===== src/rtl/multicycle_controller_pkg.sv =====
// Shared encodings for the multicycle RISC-V control unit: state codes,
// opcodes, ALUOp and ALUControl codes, plus the immediate-format decode.
package multicycle_controller_pkg;

  typedef enum logic [3:0] {
    S_FETCH    = 4'd0,
    S_DECODE   = 4'd1,
    S_MEMADR   = 4'd2,
    S_MEMREAD  = 4'd3,
    S_MEMWB    = 4'd4,
    S_MEMWRITE = 4'd5,
    S_EXECR    = 4'd6,
    S_EXECI    = 4'd7,
    S_ALUWB    = 4'd8,
    S_BEQ      = 4'd9,
    S_JAL      = 4'd10
  } statetype_t;

  localparam logic [6:0] OP_LW    = 7'b0000011;
  localparam logic [6:0] OP_SW    = 7'b0100011;
  localparam logic [6:0] OP_RTYPE = 7'b0110011;
  localparam logic [6:0] OP_IALU  = 7'b0010011;
  localparam logic [6:0] OP_BEQ   = 7'b1100011;
  localparam logic [6:0] OP_JAL   = 7'b1101111;

  localparam logic [1:0] ALUOP_ADD   = 2'b00;
  localparam logic [1:0] ALUOP_SUB   = 2'b01;
  localparam logic [1:0] ALUOP_FUNCT = 2'b10;

  localparam logic [2:0] ALU_ADD = 3'b000;
  localparam logic [2:0] ALU_SUB = 3'b001;
  localparam logic [2:0] ALU_AND = 3'b010;
  localparam logic [2:0] ALU_OR  = 3'b011;
  localparam logic [2:0] ALU_SLT = 3'b101;

  localparam logic [1:0] IMM_I = 2'b00;
  localparam logic [1:0] IMM_S = 2'b01;
  localparam logic [1:0] IMM_B = 2'b10;
  localparam logic [1:0] IMM_J = 2'b11;

  function automatic logic [1:0] imm_decode(input logic [6:0] op);
    case (op)
      OP_SW:   return IMM_S;
      OP_BEQ:  return IMM_B;
      OP_JAL:  return IMM_J;
      default: return IMM_I;
    endcase
  endfunction

endpackage


===== src/rtl/multicycle_controller_alu_decoder.sv =====
// ALU operation decode from ALUOp and the instruction's funct fields.
module alu_decoder
  import multicycle_controller_pkg::*;
(
  input  logic       op5,
  input  logic [2:0] funct3,
  input  logic       funct7,
  input  logic [1:0] aluop,
  output logic [2:0] alucontrol
);

  always_comb begin
    alucontrol = ALU_ADD;
    case (aluop)
      ALUOP_ADD: alucontrol = ALU_ADD;
      ALUOP_SUB: alucontrol = ALU_SUB;
      ALUOP_FUNCT: begin
        case (funct3)
          // funct7 only selects sub for register-register ops, never for addi
          3'b000:  alucontrol = (op5 & funct7) ? ALU_SUB : ALU_ADD;
          3'b010:  alucontrol = ALU_SLT;
          3'b110:  alucontrol = ALU_OR;
          3'b111:  alucontrol = ALU_AND;
          default: alucontrol = ALU_ADD;
        endcase
      end
      default: alucontrol = ALU_ADD;
    endcase
  end

endmodule


===== src/rtl/multicycle_controller.sv =====
// Multicycle RISC-V control FSM: Moore datapath selects per state, with
// combinational ImmSrc, ALUControl and PCWrite.
module multicycle_controller
  import multicycle_controller_pkg::*;
(
  input  logic       clk,
  input  logic       reset,
  input  logic [6:0] op,
  input  logic [2:0] funct3,
  input  logic       funct7,
  input  logic       Zero,
  output logic       PCWrite,
  output logic       IRWrite,
  output logic       MemWrite,
  output logic       RegWrite,
  output logic       AdrSrc,
  output logic [1:0] ResultSrc,
  output logic [1:0] ALUSrcA,
  output logic [1:0] ALUSrcB,
  output logic [1:0] ImmSrc,
  output logic [2:0] ALUControl,
  output logic [3:0] state
);

  statetype_t cur;
  logic       pcupdate, branch, irw, mw, rw, legal;
  logic [1:0] aluop;

  always_ff @(posedge clk or posedge reset) begin
    if (reset) begin
      cur <= S_FETCH;
    end else begin
      case (cur)
        S_FETCH: cur <= S_DECODE;
        S_DECODE: begin
          case (op)
            OP_LW, OP_SW: cur <= S_MEMADR;
            OP_RTYPE:     cur <= S_EXECR;
            OP_IALU:      cur <= S_EXECI;
            OP_BEQ:       cur <= S_BEQ;
            OP_JAL:       cur <= S_JAL;
            default:      cur <= S_FETCH;
          endcase
        end
        S_MEMADR:                  cur <= (op == OP_LW) ? S_MEMREAD : S_MEMWRITE;
        S_MEMREAD:                 cur <= S_MEMWB;
        S_EXECR, S_EXECI, S_JAL:   cur <= S_ALUWB;
        default:                   cur <= S_FETCH;
      endcase
    end
  end

  always_comb begin
    pcupdate  = 1'b0;
    branch    = 1'b0;
    irw       = 1'b0;
    mw        = 1'b0;
    rw        = 1'b0;
    legal     = 1'b1;
    AdrSrc    = 1'b0;
    ResultSrc = 2'b00;
    ALUSrcA   = 2'b00;
    ALUSrcB   = 2'b00;
    aluop     = ALUOP_ADD;
    case (cur)
      S_FETCH: begin
        irw       = 1'b1;
        ALUSrcB   = 2'b10;
        ResultSrc = 2'b10;
        pcupdate  = 1'b1;
      end
      S_DECODE: begin
        ALUSrcA = 2'b01;
        ALUSrcB = 2'b01;
      end
      S_MEMADR: begin
        ALUSrcA = 2'b10;
        ALUSrcB = 2'b01;
      end
      S_MEMREAD:  AdrSrc = 1'b1;
      S_MEMWB: begin
        ResultSrc = 2'b01;
        rw        = 1'b1;
      end
      S_MEMWRITE: begin
        AdrSrc = 1'b1;
        mw     = 1'b1;
      end
      S_EXECR: begin
        ALUSrcA = 2'b10;
        aluop   = ALUOP_FUNCT;
      end
      S_EXECI: begin
        ALUSrcA = 2'b10;
        ALUSrcB = 2'b01;
        aluop   = ALUOP_FUNCT;
      end
      S_ALUWB:    rw = 1'b1;
      S_BEQ: begin
        ALUSrcA = 2'b10;
        aluop   = ALUOP_SUB;
        branch  = 1'b1;
      end
      S_JAL: begin
        ALUSrcA  = 2'b01;
        ALUSrcB  = 2'b10;
        pcupdate = 1'b1;
      end
      default:    legal = 1'b0;
    endcase
  end

  // Strobes are suppressed for the whole reset pulse, not just at the edge
  assign PCWrite  = (pcupdate | (branch & Zero)) & ~reset;
  assign IRWrite  = irw & ~reset;
  assign MemWrite = mw & ~reset;
  assign RegWrite = rw & ~reset;
  assign ImmSrc   = legal ? imm_decode(op) : 2'b00;
  assign state    = cur;

  alu_decoder u_alu_decoder (
    .op5        (op[5]),
    .funct3     (funct3),
    .funct7     (funct7),
    .aluop      (aluop),
    .alucontrol (ALUControl)
  );

endmodule


===== config.mk =====
export PLATFORM = sky130hd
export DESIGN_NAME = multicycle_controller
export DESIGN_NICKNAME = d
export VERILOG_FILES = /design/src/rtl/multicycle_controller_pkg.sv /design/src/rtl/multicycle_controller_alu_decoder.sv /design/src/rtl/multicycle_controller.sv
export SDC_FILE = /design/constraint.sdc
export NUM_CORES = 1
export LEC_CHECK = 0
export ABC_CLOCK_PERIOD_IN_PS = 5100
export CORE_UTILIZATION = 35
export CTS_CLUSTER_DIAMETER = 120
export DETAILED_ROUTE_END_ITERATION = 12
export PLACE_DENSITY = 0.74
export SLEW_MARGIN = 15
export SYNTH_ARGS = -nofsm -noshare
export SYNTH_HDL_FRONTEND = slang
export SYNTH_HIERARCHICAL = 1
export SYNTH_SLANG_ARGS = --single-unit

===== constraint.sdc =====
create_clock -name clk -period 5.1 [get_ports clk]
set_input_delay 0.51 -clock clk [delete_from_list [all_inputs] [get_ports clk]]
set_output_delay 0.51 -clock clk [all_outputs]
set_load 0.02 [all_outputs]

## Yosys cells after proc, flatten, opt, wreduce, memory -nomap -nowiden

Cells that the tools add are included.

- Add/subtract/negate cells: 0
- Multipliers: 0
- Div/mod/pow operators: 0
- Order comparisons: 0
- Equality and inequality tests: 21
- Shift operators: 0
- Multiplexer cells: 19
- Bitwise logic cells: 8
- Reductions and logical operators: 12

Operator list:

| cell | count |
|---|---|
| $pmux 4 s5 | 2 |
| $eq 4x3->1 const B | 4 |
| $pmux 2 s2 | 4 |
| $eq 7x6->1 const B | 2 |
| $eq 7x7->1 const B | 2 |
| $eq 4x4->1 const B | 3 |
| $pmux 3 s4 | 1 |
| $reduce_or 2->1 | 6 |
| $reduce_or 11->1 | 1 |
| $eq 4x2->1 const B | 2 |
| $mux 1 | 8 |
| $eq 7x2->1 const B | 1 |
| $eq 7x5->1 const B | 1 |
| $and 1x1->1 | 6 |
| $eq 3x3->1 const B | 2 |
| $pmux 2 s3 | 1 |
| $pmux 3 s2 | 1 |
| $reduce_or 3->1 | 2 |
| $eq 4x1->1 const B | 1 |
| $logic_not 4->1 | 1 |
| $reduce_or 4->1 | 1 |
| $eq 3x2->1 const B | 1 |
| $logic_not 3->1 | 1 |
| $mux 3 | 1 |
| other kinds (5) | 5 |

- Flip-flop bits (word level): 4
- Bits in latches: 0
- Memory bits (writable): 0
- Memory bits (read-only): 0
- Input bits: 14
- Output and inout port bits: 20
- Word-level logic and storage cells: 61
- Memories kept: 0

## Longest topological paths before layout

- Word-level depth: 5
- Depth in mapped cells: 7
- Mapped depth without buffers: 6

## Cells and area by module

Netlist, hierarchy kept.

Modules (own cells, without submodules):

| module | times used | cells each | area an instance (um^2) | sequential area each (um^2) |
|---|---|---|---|---|
| multicycle_controller | 1 | 68 | 505.5 | 100.1 |
| alu_decoder | 1 | 11 | 96.3 | 0.0 |

## Worst setup path after synthesis

No wires, ideal clock.

- Kind: register to output
- Start: register cur[2], in the netlist state[2]
- End: output ALUControl[2]
- Arrival time: 2.173 ns
- Data required time: 4.590 ns
- Path slack: 2.417 ns
- Cell stages (with the launch flop): 7
- Path buffers: 1
- Path through: dfrtp_1 clkbuf_1 nand2b_1 nor2_1 inv_1 ha_1 nor4b_1

- Longest elaborated chain between the ends: 5
- Elaborated cells on any way between the ends: 8
- Classes of those cells: 5 x eq/ne; 2 x mux; 1 x reduce/logical

Ends and longest elaborated chain:

| what | RTL line | source |
|---|---|---|
| start, declared | multicycle_controller.sv:25 | `statetype_t cur;` |
| start signal, assigned | multicycle_controller.sv:45 | `S_MEMADR: cur <= (op == OP_LW) ? S_MEMREAD : S_MEMWRITE;` |
| $eq 4x3->1 | multicycle_controller.sv:65 | `case (cur)` |
| $reduce_or 2->1 (no source line) | n/a |  |
| $pmux 2 s2 * | multicycle_controller.sv:65 |  |
| net aluop[0] | multicycle_controller.sv:27 | `logic [1:0] aluop;` |
| $eq 2x2->1 or $eq 2x1->1 (tied branches) | multicycle_controller_alu_decoder.sv:14 | `case (aluop)` |
| $pmux 3 s2 * | multicycle_controller_alu_decoder.sv:14 |  |
| end, declared | multicycle_controller.sv:21 | `output logic [2:0] ALUControl,` |

The timed path passes the listed nets; every way through them passes the cells marked *.

## Worst setup path after layout

- Start: register cur[1], in the netlist state[1]
- End: output ALUControl[2]

Same word-level chain as after synthesis.

==> reports/summary.txt <==
Clock period minus final worst setup slack: 3.23 ns
Worst-path clk slew: 0.04 ns
Worst hold path class: in2async
Residual DRC: 6
Synth Area in XOR/XNOR: 4.37%
RSZ-0062 raised after global routing: false
Gp weighted congestion: 0.771
CTS tree: yes
Critical Path Source Type: flip-flop
EDFF count, synth: 0
First-pass GRT wire length: 2.67 mm
CP Max Fanout: 20
Largest stage delay on the critical path: 0.66 ns
Core area: 0.00156 sq mm
Cts bufs inserted: 3
Yosys warns: 6
Worst r2r dst: state[1]
GRT Util Overall: 18.6%
Wire per inst: 13.1 um
Hpwl dp: 1.27 mm
Fmax achieved: 309 MHz
Depth of the CTS H-tree: 1
Post-Route WL: 1.63 mm
Synth Instances: 79
Worst vdd ir: 0.206 mV
Port Buffers: 33
Sequential-to-total area share from yosys stat: 16.6%
Io pins: 34
Antenna diodes: 0
Std-Cell Rows: 14
Bufs on Longest Clock Path: 2
Ys flop type: dfrtp_1
Critical Path RT: 4.59 ns
Grt ovf: 0
Synth Area in Adders: 4.16%
Initial antenna violation count: 0
Failing checks: design-rule violations
Critical path class: reg2out
Post-CTS Setup Inserts: 0
Commonest non-fill, non-tap cell in the layout: clkdlybuf4s50_1
Initial DRC count: 19
Post-synthesis compound-gate area fraction: 22.0%
Vias per cell: 5.82
Mapped Avg Cell Area: 7.62 sq um
Actual slew at the worst max-slew pin: 0.579 ns
Largest net degree at the start of global routing: 21
Area grow syn2layout: 56.8%
Pre-antenna DRT Iters: 8
DR vias: 722
FF-to-FF setup slack: 3.57 ns
Die area: 0.00189 sq mm
R2R cell count: 3
Fin. Hold Viols: 0
Clk Tree Root Cell: clkbuf_4
Post-CTS Hold Buffers: 0
Async set-reset flop share out of synthesis: 100%
Post-Route Utilization: 60.5%
Most frequent cells in the layout: 33 x clkdlybuf4s50_1, 8 x nor3_1, 6 x nor2_1
Max FFs per register: 4
Worst-Skew Late Latency: 0.24 ns
Multiplexer area fraction after synthesis: 1.66%
Crit-path slowest cell: clkdlybuf4s50_1
Post-synthesis simple-gate area fraction: 43.5%
Crit-path leading delay family: simple AND/OR/NAND/NOR gates
Starting density of the core: 38.6%
Nets: 126
Yosys cell types: 38
Die X: 43.5 um
Syn_nets: 95
Power Dens Cells: 274 mW/mm^2
Max Transition Viols Final: 0
Reg2reg start: state[1]
Final setup skew: 0.00360 ns
Critical path capture point type: output port
Die H: 43.5 um
Ratio of final minimum period to clock period: 63.4%
Clk sink count: 4
Post-Syn Area: 602 sq um
Share of layout cells above drive strength 1: 5.56%
Final setup violation count: 0
Pleak: 0.336 nW
Buf+Inv Stages, Crit Path: 2
Post-synthesis register bit count: 4
Crit path arrival time: 2.72 ns
Largest family of logic cells by synthesized area: simple AND/OR/NAND/NOR gates
Outcome: finished with violations
DRT antenna net count: 0
Crit path cell chain: nand2b_1 > nor2_1 > inv_1 > ha_1 > nor4b_1 > clkdlybuf4s50_1
Post-CTS Resized: 0
Vias in the first global route: 625
Max_slew headroom: 61.4%
MaxCap Viol Count: 0
Setup TNS: 0 ns
-- stage by stage --
step | std cells | hold slack (ns) | worst slack [ns] | total power [mW] | area (sq um)
CTS | 124 | 0.583 | 1.85 | 0.260 | 943
detailed placement | 121 | 0.817 | 2.12 | 0.220 | 921
global route | 124 | 0.598 | 1.61 | 0.280 | 943
finish | 124 | 0.581 | 1.87 | 0.258 | 943
floorplan | 79 | 0.276 | 2.42 | 0.149 | 602
global placement | 121 | 0.811 | 2.18 | 0.217 | 921
-- how the worst max path moves through the flow --
stage,startpoint,endpoint,slack [ns],depth (start not counted)
floorplan,state[2],ALUControl[2],2.42,6
global placement,state[1],ALUControl[2],2.18,6
detailed placement,state[1],ALUControl[2],2.12,6
CTS,state[1],ALUControl[2],1.85,6
global route,state[0],ALUControl[2],1.61,6
finish,state[1],ALUControl[2],1.87,6
-- synthesized netlist by cell type, types with 2 or more instances --
| cell type | instances | area [sq um] |
|---|---|---|
| a21oi_1 | 4 | 20.0 |
| nor3b_1 | 2 | 15.0 |
| nand2_1 | 2 | 7.51 |
| xnor2_1 | 2 | 17.5 |
| or3b_1 | 2 | 17.5 |
| inv_1 | 4 | 15.0 |
| or2_1 | 2 | 12.5 |
| nor2_1 | 6 | 22.5 |
| ha_1 | 2 | 25.0 |
| nor4_1 | 2 | 12.5 |
| a2111oi_0 | 2 | 17.5 |
| clkbuf_1 | 2 | 7.51 |
| a21o_1 | 2 | 15.0 |
| dfrtp_1 | 4 | 100 |
| nor3_1 | 8 | 40.0 |
| buf_2 | 4 | 20.0 |
| nor2b_1 | 3 | 18.8 |
| nand2b_1 | 3 | 18.8 |
| nand3b_1 | 3 | 22.5 |
| nor4b_1 | 2 | 17.5 |
-- routing by layer --
metal	share of wire (%)	global-route usage (%)	vias to the layer above
met1	43	24.9	348
met2	52	29.1	18
li1	-	-	356
met4	0	6.88	0
met3	5.0	4.17	0
met5	0	0	-
-- kinds of logic (layout without fill, tap and decap cells) --
family	count (synthesis)	in the layout
AO/OA/AOI/OAI	17	17
adder cells (fa/ha/maj)	2	2
flip-flops	4	4
multiplexers	1	1
XOR/XNOR	3	3
buffers and inverters	11	40
AND/OR/NAND/NOR	41	41
-- worst register-to-register path: stages, from the launching register on --
cell and delay [ns]:
dfrtp_1 0.70, or4b_1 0.49, a21oi_1 0.15, o21a_1 0.13
-- report_power, final --
| group | internal [mW] | switching (mW) | total, mW | leakage [nW] |
|---|---|---|---|---|
| clock network | 0.0263 | 0.0126 | 0.0389 | 0.0138 |
| logic | 0.0835 | 0.0780 | 0.162 | 0.268 |
| registers | 0.0363 | 0.0215 | 0.0577 | 0.0537 |
-- layout make-up --
class	count	area, sq um
Fill cell	137	616
Multi-Input combinational cell	64	455
Timing Repair Buffer	33	330
Sequential cell	4	100
Clock buffer	3	22.5
Tap cell	16	20.0
Inverter	4	15.0
Power figures use the tool's default switching activity.
